===== config.mk =====
export PLATFORM = sky130hd
export DESIGN_NAME = spi_slave
export DESIGN_NICKNAME = d
export VERILOG_FILES = /design/src/rtl/spi_pkg.sv /design/src/rtl/spi_tx_serializer.sv /design/src/rtl/spi_slave.sv
export SDC_FILE = /design/constraint.sdc
export NUM_CORES = 1
export LEC_CHECK = 0
export ABC_CLOCK_PERIOD_IN_PS = 2100
export CELL_PAD_IN_SITES_DETAIL_PLACEMENT = 1
export CELL_PAD_IN_SITES_GLOBAL_PLACEMENT = 1
export CORE_AREA = 2 2 72 74
export CTS_CLUSTER_SIZE = 10
export DETAILED_ROUTE_END_ITERATION = 8
export DIE_AREA = 0 0 74 76
export GPL_TIMING_DRIVEN = 0
export PLACE_DENSITY_LB_ADDON = 0.08
export SYNTH_ARGS = -nofsm -noshare
export SYNTH_HDL_FRONTEND = slang
export SYNTH_SLANG_ARGS = --single-unit

===== constraint.sdc =====
create_clock -name clk -period 2.1 [get_ports clk]
set_clock_uncertainty 0.05 [all_clocks]
set_input_delay 0.315 -clock clk [delete_from_list [all_inputs] [get_ports clk]]
set_output_delay 0.315 -clock clk [all_outputs]
set_load 0.005 [all_outputs]

===== src/rtl/spi_pkg.sv =====
// ---------------------------------------------------------------------------
// spi_pkg
// Shared definitions for the SPI slave:
//   - spi_state_e : FSM state encoding of spi_slave
//   - CMD_*       : two-bit command codes carried in rx_data[9:8]
//   - CMD_W       : width of the command field
//   - FRAME_W     : rx frame width for the default 8-bit data width
// ---------------------------------------------------------------------------
package spi_pkg;

   typedef enum logic [2:0] {
      ST_IDLE      = 3'd0,
      ST_CHK_CMD   = 3'd1,
      ST_WRITE     = 3'd2,
      ST_READ_ADD  = 3'd3,
      ST_READ_DATA = 3'd4
   } spi_state_e;

   localparam int unsigned CMD_W   = 2;
   localparam int unsigned FRAME_W = 10;

   localparam logic [1:0] CMD_WR_ADDR = 2'b00;
   localparam logic [1:0] CMD_WR_DATA = 2'b01;
   localparam logic [1:0] CMD_RD_ADDR = 2'b10;
   localparam logic [1:0] CMD_RD_DATA = 2'b11;

endpackage : spi_pkg


===== src/rtl/spi_tx_serializer.sv =====
// ---------------------------------------------------------------------------
// spi_tx_serializer
// Latches read data from the RAM once per read and shifts it out on MISO,
// MSB first, one bit per clock, starting the cycle after the latch.
// Optional build macro: SPI_SLAVE_FRAME_ERR_EN (adds pending_o).
// Ports:
//   clk, rst_n     : clock, asynchronous active-low reset
//   clr_i          : drop any read in progress, MISO back to 0
//   arm_i          : read frame complete, accept tx_valid_i
//   tx_valid_i     : tx_data_i valid
//   tx_data_i      : byte to serialise
//   miso_o         : serial output (0 when idle)
//   done_o         : high in the cycle after bit 0 was driven
//   pending_o      : read not yet finished (macro builds only)
// ---------------------------------------------------------------------------
module spi_tx_serializer #(
   parameter int unsigned DATA_WIDTH = 8
) (
   input  logic                  clk,
   input  logic                  rst_n,
   input  logic                  clr_i,
   input  logic                  arm_i,
   input  logic                  tx_valid_i,
   input  logic [DATA_WIDTH-1:0] tx_data_i,
   output logic                  miso_o,
   output logic                  done_o
`ifdef SPI_SLAVE_FRAME_ERR_EN
   ,output logic                 pending_o
`endif
);

   localparam int unsigned CW = (DATA_WIDTH > 1) ? $clog2(DATA_WIDTH) : 1;

   logic [DATA_WIDTH-1:0] latch_q, latch_d;
   logic [CW-1:0]         cnt_q, cnt_d;
   logic                  active_q, active_d;
   logic                  last_q, last_d;
   logic                  finished_q, finished_d;
   logic                  miso_q, miso_d;

   // Next-state logic: latch once per armed read, then walk the bit index down.
   always_comb begin
      latch_d    = latch_q;
      cnt_d      = cnt_q;
      active_d   = active_q;
      last_d     = last_q;
      finished_d = finished_q;
      miso_d     = miso_q;
      if (clr_i) begin
         active_d   = 1'b0;
         last_d     = 1'b0;
         finished_d = 1'b0;
         cnt_d      = {CW{1'b0}};
         miso_d     = 1'b0;
      end else if (active_q) begin
         if (last_q) begin
            // bit 0 has had its full cycle on the wire
            miso_d     = 1'b0;
            active_d   = 1'b0;
            last_d     = 1'b0;
            finished_d = 1'b1;
         end else begin
            miso_d = latch_q[cnt_q];
            if (cnt_q == {CW{1'b0}}) begin
               last_d = 1'b1;
            end else begin
               cnt_d = cnt_q - {{(CW-1){1'b0}}, 1'b1};
            end
         end
      end else if (arm_i && !finished_q && tx_valid_i) begin
         latch_d  = tx_data_i;
         active_d = 1'b1;
         cnt_d    = CW'(DATA_WIDTH - 1);
         miso_d   = 1'b0;
      end else begin
         miso_d = 1'b0;
      end
   end

   // Serializer state registers.
   always_ff @(posedge clk or negedge rst_n) begin
      if (!rst_n) begin
         latch_q    <= {DATA_WIDTH{1'b0}};
         cnt_q      <= {CW{1'b0}};
         active_q   <= 1'b0;
         last_q     <= 1'b0;
         finished_q <= 1'b0;
         miso_q     <= 1'b0;
      end else begin
         latch_q    <= latch_d;
         cnt_q      <= cnt_d;
         active_q   <= active_d;
         last_q     <= last_d;
         finished_q <= finished_d;
         miso_q     <= miso_d;
      end
   end

   assign miso_o = miso_q;
   assign done_o = active_q & last_q;
`ifdef SPI_SLAVE_FRAME_ERR_EN
   assign pending_o = ~finished_q & ~last_q;
`endif

endmodule : spi_tx_serializer


===== src/rtl/spi_slave.sv =====
// ---------------------------------------------------------------------------
// spi_slave
// SPI slave front end for a small RAM. A transaction is a command bit
// followed by a DATA_WIDTH+2 bit frame, MSB first, sampled on every rising
// clk edge while SS_n is low. Reads are two transactions: address, then data.
// Optional build macro: SPI_SLAVE_FRAME_ERR_EN (adds frame_err output).
// Ports:
//   clk       : system clock (one SPI bit per clock)
//   rst_n     : asynchronous active-low reset
//   SS_n      : slave select, active low
//   MOSI      : serial data in
//   MISO      : serial data out, 0 when not serialising
//   rx_data   : received frame, [9:8] command, [7:0] address/data
//   rx_valid  : one-cycle strobe for rx_data
//   tx_data   : read data from RAM
//   tx_valid  : tx_data valid
//   frame_err : one-cycle pulse on aborted frame/read (macro builds only)
// ---------------------------------------------------------------------------
module spi_slave
   import spi_pkg::*;
#(
   parameter int unsigned DATA_WIDTH = 8
) (
   input  logic                  clk,
   input  logic                  rst_n,
   input  logic                  SS_n,
   input  logic                  MOSI,
   output logic                  MISO,
   output logic [DATA_WIDTH+1:0] rx_data,
   output logic                  rx_valid,
   input  logic [DATA_WIDTH-1:0] tx_data,
   input  logic                  tx_valid
`ifdef SPI_SLAVE_FRAME_ERR_EN
   ,output logic                 frame_err
`endif
);

   localparam int unsigned FW  = DATA_WIDTH + CMD_W;
   localparam int unsigned BCW = $clog2(FW);

   spi_state_e       state_q, state_d;
   logic [BCW-1:0]   bit_cnt_q, bit_cnt_d;
   logic [FW-2:0]    shift_q, shift_d;
   logic [FW-1:0]    rx_data_q, rx_data_d;
   logic             rx_valid_q, rx_valid_d;
   logic             frame_done_q, frame_done_d;
   logic             rd_addr_flag_q, rd_addr_flag_d;
   logic             ra_done_s;
   logic             ser_done_s;
   logic             ser_clr_s;
`ifdef SPI_SLAVE_FRAME_ERR_EN
   logic             ser_pending_s;
   logic             frame_err_q, frame_err_d;
`endif

   // Main FSM: command decode, frame shifting, abort on SS_n high.
   always_comb begin
      state_d      = state_q;
      bit_cnt_d    = bit_cnt_q;
      shift_d      = shift_q;
      rx_data_d    = rx_data_q;
      rx_valid_d   = 1'b0;
      frame_done_d = frame_done_q;
      ra_done_s    = 1'b0;
      case (state_q)
         ST_IDLE: begin
            if (!SS_n) begin
               state_d = ST_CHK_CMD;
            end else begin
               state_d = ST_IDLE;
            end
         end
         ST_CHK_CMD: begin
            bit_cnt_d    = {BCW{1'b0}};
            frame_done_d = 1'b0;
            if (SS_n) begin
               state_d = ST_IDLE;
            end else if (!MOSI) begin
               state_d = ST_WRITE;
            end else if (rd_addr_flag_q) begin
               state_d = ST_READ_DATA;
            end else begin
               state_d = ST_READ_ADD;
            end
         end
         ST_WRITE, ST_READ_ADD, ST_READ_DATA: begin
            if (SS_n) begin
               // partial frames are dropped without a strobe
               state_d      = ST_IDLE;
               bit_cnt_d    = {BCW{1'b0}};
               frame_done_d = 1'b0;
            end else if (!frame_done_q) begin
               shift_d = {shift_q[FW-3:0], MOSI};
               if (bit_cnt_q == BCW'(FW - 1)) begin
                  rx_data_d    = {shift_q, MOSI};
                  rx_valid_d   = 1'b1;
                  bit_cnt_d    = {BCW{1'b0}};
                  frame_done_d = 1'b1;
                  ra_done_s    = (state_q == ST_READ_ADD);
               end else begin
                  bit_cnt_d = bit_cnt_q + {{(BCW-1){1'b0}}, 1'b1};
               end
            end else begin
               // frame complete: park here and ignore MOSI until deselect
               state_d = state_q;
            end
         end
         default: begin
            state_d      = ST_IDLE;
            bit_cnt_d    = {BCW{1'b0}};
            frame_done_d = 1'b0;
         end
      endcase
   end

   // Read-address flag: set by a finished address read, cleared once bit 0 of the data is out.
   always_comb begin
      rd_addr_flag_d = rd_addr_flag_q;
      if (ra_done_s) begin
         rd_addr_flag_d = 1'b1;
      end else if (ser_done_s) begin
         rd_addr_flag_d = 1'b0;
      end else begin
         rd_addr_flag_d = rd_addr_flag_q;
      end
   end

`ifdef SPI_SLAVE_FRAME_ERR_EN
   // Abort classification: mid-frame bits or an unfinished read reply.
   always_comb begin
      frame_err_d = 1'b0;
      if (SS_n && (state_q == ST_WRITE || state_q == ST_READ_ADD || state_q == ST_READ_DATA)) begin
         if (!frame_done_q) begin
            frame_err_d = (bit_cnt_q != {BCW{1'b0}});
         end else if (state_q == ST_READ_DATA) begin
            frame_err_d = ser_pending_s;
         end else begin
            frame_err_d = 1'b0;
         end
      end else begin
         frame_err_d = 1'b0;
      end
   end

   // Abort pulse register.
   always_ff @(posedge clk or negedge rst_n) begin
      if (!rst_n) begin
         frame_err_q <= 1'b0;
      end else begin
         frame_err_q <= frame_err_d;
      end
   end

   assign frame_err = frame_err_q;
`endif

   // FSM and receive-path registers.
   always_ff @(posedge clk or negedge rst_n) begin
      if (!rst_n) begin
         state_q        <= ST_IDLE;
         bit_cnt_q      <= {BCW{1'b0}};
         shift_q        <= {(FW-1){1'b0}};
         rx_data_q      <= {FW{1'b0}};
         rx_valid_q     <= 1'b0;
         frame_done_q   <= 1'b0;
         rd_addr_flag_q <= 1'b0;
      end else begin
         state_q        <= state_d;
         bit_cnt_q      <= bit_cnt_d;
         shift_q        <= shift_d;
         rx_data_q      <= rx_data_d;
         rx_valid_q     <= rx_valid_d;
         frame_done_q   <= frame_done_d;
         rd_addr_flag_q <= rd_addr_flag_d;
      end
   end

   // Leaving READ_DATA or deselecting drops any read reply in progress.
   assign ser_clr_s = SS_n | (state_q != ST_READ_DATA);

   spi_tx_serializer #(
      .DATA_WIDTH (DATA_WIDTH)
   ) u_tx_ser (
      .clk        (clk),
      .rst_n      (rst_n),
      .clr_i      (ser_clr_s),
      .arm_i      (frame_done_q),
      .tx_valid_i (tx_valid),
      .tx_data_i  (tx_data),
      .miso_o     (MISO),
      .done_o     (ser_done_s)
`ifdef SPI_SLAVE_FRAME_ERR_EN
      ,.pending_o (ser_pending_s)
`endif
   );

   assign rx_data  = rx_data_q;
   assign rx_valid = rx_valid_q;

endmodule : spi_slave


==> run metrics, run 1 <==
Final period util=0.955; setup TNS=0 ps; CTS tree=yes; Post-Route WL=4320 µm; Netlist cell types=41; fin nets=226; sequential area share after synthesis=0.547; synthesized area per cell=11.4 µm²; Finished Layout Cells=280; WHS=between 400 and 500 ps; Clk pin slew, worst setup/hold paths=90 ps; Synth area leader=dfrtp_1; die area=about 5600 µm²; filler cell count=532; TritonRoute pass-1 iters=4; Layout area overhead=22.2%; Slew Viols, Final=0; grt met2 use=0.275; first-pass GRT wire length=7310 µm; number of flops mapped to enable cells by yosys=0; layout cells sized above 1=0.152; Critical Path AT=2150 ps; Inst Count DP=270; Antenna Cells=0; count leader, synth=dfrtp_1; I/O pin count=25; Port Buffer Count=23; core area=4910 µm²; Starting Density=0.410; combinational fraction of design power=0.093; register area=1100 µm²; Yosys warning count=0; Rel. slew slack=0.692; CTS Buf Count=5; sequential power share=0.574; Critical Path Source Type=flip-flop; status=finished, final reports clean; fmax=499 MHz; antenna violations before repair=0; Yosys reg bits=44; vias in the first global route=1,540; DIE WIDTH=74 µm; main flop type after synthesis=dfrtp_1; internal power=1.25 mW; CTS Root Cell=clkbuf_8; M3 GR Usage=0.0291; syn_nets=between 150 and 200; Critical Path RT=~2200 ps; top cells by area, synth=dfrtp_1 (55%), mux2_4 (6.7%), nand2_1 (5.4%); Iter 0 DRT Violations=20; DRC violation count after routing=0; switching pwr=0.436 mW; Via Count=~1,400; Multi-input gate area=832 µm²; Sink Count=44; RD Place Congestion=0.771; drt wl/cell=15.4 µm; ANT nets after route=0; H-tree Lvls=2; grt ovf=0; gr usage total=0.170; M1 GR Usage=0.220; num rows=26; GRT Max-Usage Layer=met2; Power Total=between 1.5 and 2 mW; commonest cells in the netlist=dfrtp_1 (44), nand2_1 (29), mux2_4 (9); Pleak=1.15 nW; sw frac=0.258; worst hold path class=in2reg; Max-Cap Viols=0; Worst-Margin Slew=~460 ps; Yosys top cell area share=0.547; Die Ht=about 76 µm; Syn Inst Count=176; crit path capture type=flip-flop; worst vdd ir=0.000415 V; Final min period=2010 ps; Hold Fails Final Rpt=0; post-synthesis instance area=2010 µm²; Clock power frac=0.333; async set-reset flop share out of synthesis=1.00; clock latency on the worst-skew pair=300 ps; Detail Placement HPWL=3080 µm; kind of critical path=reg2reg; clk buf depth=2; pwr/cell area=685 nW/µm²; Max FO, Critical Path=10; Via density=5.00; RSZ-0062 raised after global routing=false; largest net degree at the start of global routing=27; Setup Viol. Count Final=0
## cell families after synthesis
family,synth area share
and+or+nand+nor,0.134
DFF,0.547
AOI/OAI and AO/OA,0.0857
muxes,0.160
buffers and inverters,0.0404
adders and majority gates,0.0248
xor gates and xnor gates,0.00870
## stage by stage
step | worst slack [ps] | instance area [µm²] | util
detailed placement | 18.4 | 2350 | 0.478
global placement | -483 | 2330 | 0.475
global route | 5.73 | 2460 | 0.501
CTS | 46.3 | 2450 | 0.499
floorplan | 257 | 2010 | -
finish | 94.2 | 2460 | 0.501
## metal layers
metal,vias to the layer above,wire length [µm],part of all wire
met5,-,0,0
met4,0,90,0.021
met3,7,143,0.033
met2,25,2180,0.50
met1,696,1910,0.44
li1,672,-,-
## state kept, by name, summed over array words and instances (netlist names)
signal / flops
bit_cnt_q: 4
frame_done_q: 1
rd_addr_flag_q: 1
rx_data: 10
rx_valid: 1
shift_q: 9
state_q: 3
u_tx_ser.active_q: 1
u_tx_ser.cnt_q: 3
u_tx_ser.finished_q: 1
u_tx_ser.last_q: 1
u_tx_ser.latch_q: 8
u_tx_ser.miso_o: 1
## worst paths after layout
path                                     start                  end  slack, ps  cells after the start
setup / recovery                    state_q[2]           rx_data[7]         90                      6
max in group asynchronous                rst_n           state_q[0]       1030                      3
hold / removal                            SS_n         frame_done_q        410                      2
hold reg to reg            u_tx_ser.latch_q[2]  u_tx_ser.latch_q[2]        450                      1
min in group asynchronous                rst_n  u_tx_ser.latch_q[4]        450                      2
setup reg to reg                    state_q[2]           rx_data[7]         90                      6
## area by class of cell
cell class / count / share of cell area
Buffer: 9 / 0.0203
Multi-Input combinational cell: 114 / 0.338
Sequential cell: 44 / 0.448
Timing Repair Buffer: 26 / 0.107
Tap cell: 70 / 0.0356
Inverter: 9 / 0.0137
Clock buffer: 7 / 0.0351
Clock inverter: 1 / 0.00305
## layout by cell type (no fill, tap or decap), types with 4 or more instances in the layout
cell type / synthesis / final
mux2_1: 8 / 8
nand2_1: 29 / 29
dfrtp_1: 44 / 43
clkbuf_8: 0 / 6
nor3_1: 5 / 5
clkbuf_1: 5 / 4
o21ai_0: 7 / 7
mux2i_1: 4 / 4
clkdlybuf4s50_1: 0 / 22
ha_1: 4 / 4
a21oi_1: 6 / 6
nand2b_1: 5 / 5
inv_1: 8 / 8
nand3_1: 4 / 4
mux2_4: 9 / 9
## worst max-delay path, cell delays in order (launching register included)
cell and delay (ps):
dfrtp_1 350, buf_4 160, or3b_1 400, a211oi_2 290, nand2_1 150, buf_6 190
mux2_4 310
## what timing repair did
item / CTS / global route
endpoints found under the setup margin: 0 / 22
buffers inserted: 0 / 1
hold endpoints to repair: 18 / 0
hold buffers: 1 / 0
gates resized for setup: 0 / 5
## power by group through the flow
stage	Sequential (mW)	Clock [mW]	Combinational, mW
after floorplan	0.969	0	0.0912
after global placement	0.980	0	0.143
after detailed placement	0.986	0	0.158
after CTS	0.969	0.580	0.161
after global routing	0.983	0.621	0.182
final	0.969	0.562	0.157
No activity file was read; power rests on OpenSTA's default activity.
==> run 2, diff against run 1 <==
==> config.mk (replaced) <==
export PLATFORM = sky130hd
export DESIGN_NAME = spi_slave
export DESIGN_NICKNAME = d
export VERILOG_FILES = /design/src/rtl/spi_pkg.sv /design/src/rtl/spi_tx_serializer.sv /design/src/rtl/spi_slave.sv
export SDC_FILE = /design/constraint.sdc
export NUM_CORES = 1
export LEC_CHECK = 0
export ABC_CLOCK_PERIOD_IN_PS = 2100
export CELL_PAD_IN_SITES_DETAIL_PLACEMENT = 0
export CELL_PAD_IN_SITES_GLOBAL_PLACEMENT = 2
export CORE_AREA = 2 2 78 80
export CTS_CLUSTER_SIZE = 10
export DETAILED_ROUTE_END_ITERATION = 8
export DIE_AREA = 0 0 80 82
export GPL_TIMING_DRIVEN = 0
export PLACE_DENSITY = 0.75
export SYNTH_ARGS = -nofsm -noshare
export SYNTH_HDL_FRONTEND = slang
export SYNTH_SLANG_ARGS = --single-unit
==> run 2 against run 1 <==
Against the previous run: critical path type unchanged; flip-flop and latch count unchanged; critical path depth decreased by 1; non-clock buffer count increased by 1; power increased by 7.1%; count of clock-buffer cells in the layout decreased by 1; highest routed layer unchanged; via count decreased by 0.36%.
==> run metrics, run 2 (same netlist as run 1, synthesis figures left out) <==
status=finished, final reports clean; I/O pin count=25; Power Total=1.81 mW; Starting Density=0.351; vias in the first global route=1,473; Detail Placement HPWL=2880 µm; Max FO, Critical Path=8; Via Count=1,395; Via density=between 4 and 5; Port Buffer Count=23; die area=6560 µm²; start of the worst register-to-register path=state_q[0]; Multi-input gate area=between 800 and 900 µm²; filler cell count=558; RSZ-0062 raised after global routing=false; antenna violations before repair=0; num rows=28; grt ovf=0; Pleak=1.17 nW; CTS Buf Count=5; pwr/cell area=approximately 720 nW/µm²; Final period util=0.936; Iter 0 DRT Violations=76; Layout area overhead=24.3%; Final min period=1970 ps; Sink Count=44; Critical Path Source Type=flip-flop; worst hold path class=in2async; DIE WIDTH=80 µm; drt wl/cell=13.9 µm; fmax=509 MHz; TritonRoute pass-1 iters=4; Antenna Cells=0; largest net degree at the start of global routing=36; Largest register FFs=10; Die Ht=82 µm; Hold Fails Final Rpt=0; gr usage total=0.138; CTS Root Cell=clkbuf_8; worst vdd ir=about 0.00036 V; dpl cell area=2350 µm²; Post-Route WL=approximately 4000 µm; R2R cell count=5; H-tree Lvls=2; worst reg2reg path endpoint=u_tx_ser.latch_q[7]; first-pass GRT wire length=6960 µm; worst setup path end=u_tx_ser.latch_q[7]; Critical Path AT=2090 ps; layout cells sized above 1=0.161; DRC violation count after routing=0; Clk pin slew, worst setup/hold paths=about 80 ps; Slew Viols, Final=0; Setup Viol. Count Final=0; start point of the critical path=state_q[0]; clk buf depth=2; core area=5750 µm²; Max-Cap Viols=0; fin area=~2500 µm²; kind of critical path=reg2reg; commonest non-fill, non-tap cell in the layout=dfrtp_1; crit path capture type=flip-flop; CTS tree=yes; Critical Path RT=2230 ps; Rel. slew slack=0.686; setup TNS=0 ps; fin nets=227; register area=between 1000 and 1500 µm²; clock latency on the worst-skew pair=290 ps; Worst R2R Setup Slack=130 ps; Worst-Margin Slew=471 ps; ANT nets after route=0; RD Place Congestion=0.838; commonest non-fill, non-tap cells in the layout=dfrtp_1 (43), nand2_1 (29), clkdlybuf4s50_1 (22)
run 2: changes by cell type in the layout (fill, tap and decap cells not counted):
cell | previous run | this run
buf_4 | 2 | 3
bufinv_16 | 0 | 1
clkbuf_1 | 4 | 3
clkinv_4 | 0 | 1
clkinvlp_4 | 1 | 0
run 2: worst min path at each step:
stage / slack, ps / startpoint / to / cells past startpoint
6_report: 370 / rst_n / rd_addr_flag_q / 2
5_1_grt: 390 / rst_n / rd_addr_flag_q / 2
4_1_cts: 380 / rst_n / rd_addr_flag_q / 2
3_5_place_dp: 150 / rst_n / rd_addr_flag_q / 1
3_3_place_gp: 410 / shift_q[8] / shift_q[8] / 2
2_1_floorplan: -30 / rst_n / bit_cnt_q[0] / 0
run 2: stage by stage:
step / util / hold slack [ps] / setup WS [ps] / instances
after floorplan: - / -30.6 / 257 / 176
after global placement: 0.407 / 412 / -477 / 274
after detailed placement: 0.410 / 153 / 21.2 / 275
after CTS: 0.432 / 383 / 34.7 / 284
after global routing: 0.436 / 390 / 15.9 / 286
final: 0.436 / 374 / 135 / 286
run 2: timing repair:
action                                 CTS  global route
setup endpoints to repair                0            20
buffers inserted                         0             2
hold buffers                             1             0
endpoints found under the hold margin    9             0
gates resized for setup                  0             5
run 2: per-layer routing:
metal / GRT usage / vias to the layer above / part of all wire
met5: 0 / - / 0
met4: 0.0407 / 0 / 0.012
met3: 0.0330 / 5 / 0.029
met2: 0.232 / 19 / 0.51
met1: 0.178 / 697 / 0.45
li1: - / 674 / -
run 2: power by group:
| part | internal [mW] | total [mW] | switching (mW) | leakage, nW |
|---|---|---|---|---|
| Combinational | 0.0728 | 0.158 | 0.0848 | 0.506 |
| Clock | 0.389 | 0.681 | 0.292 | 0.0614 |
| Sequential | 0.914 | 0.968 | 0.0544 | 0.604 |
run 2: worst max-delay path, cell delays in order (launching register included):
cell,delay [ps]
dfrtp_2,460
nand2b_1,200
or3_1,400
or2_1,240
buf_2,180
mux2_1,330
run 2: area by class of cell:
cell class                      instances  area share
Sequential cell                        44       0.440
Tap cell                               75      0.0375
Clock buffer                            6      0.0330
Timing Repair Buffer                   27       0.108
Multi-Input combinational cell        114       0.332
Inverter                                9      0.0135
Clock inverter                          2      0.0155
Buffer                                  9      0.0200
==> run 3, diff against run 2 <==
--- a/config.mk
+++ b/config.mk
@@ -6,6 +6,7 @@
 export NUM_CORES = 1
 export LEC_CHECK = 0
 export ABC_CLOCK_PERIOD_IN_PS = 2100
+export CAP_MARGIN = 20
 export CELL_PAD_IN_SITES_DETAIL_PLACEMENT = 0
 export CELL_PAD_IN_SITES_GLOBAL_PLACEMENT = 2
 export CORE_AREA = 2 2 78 80
==> results of run 3 <==
No change in the layout: final DEF, timing and power equal those of run 2.
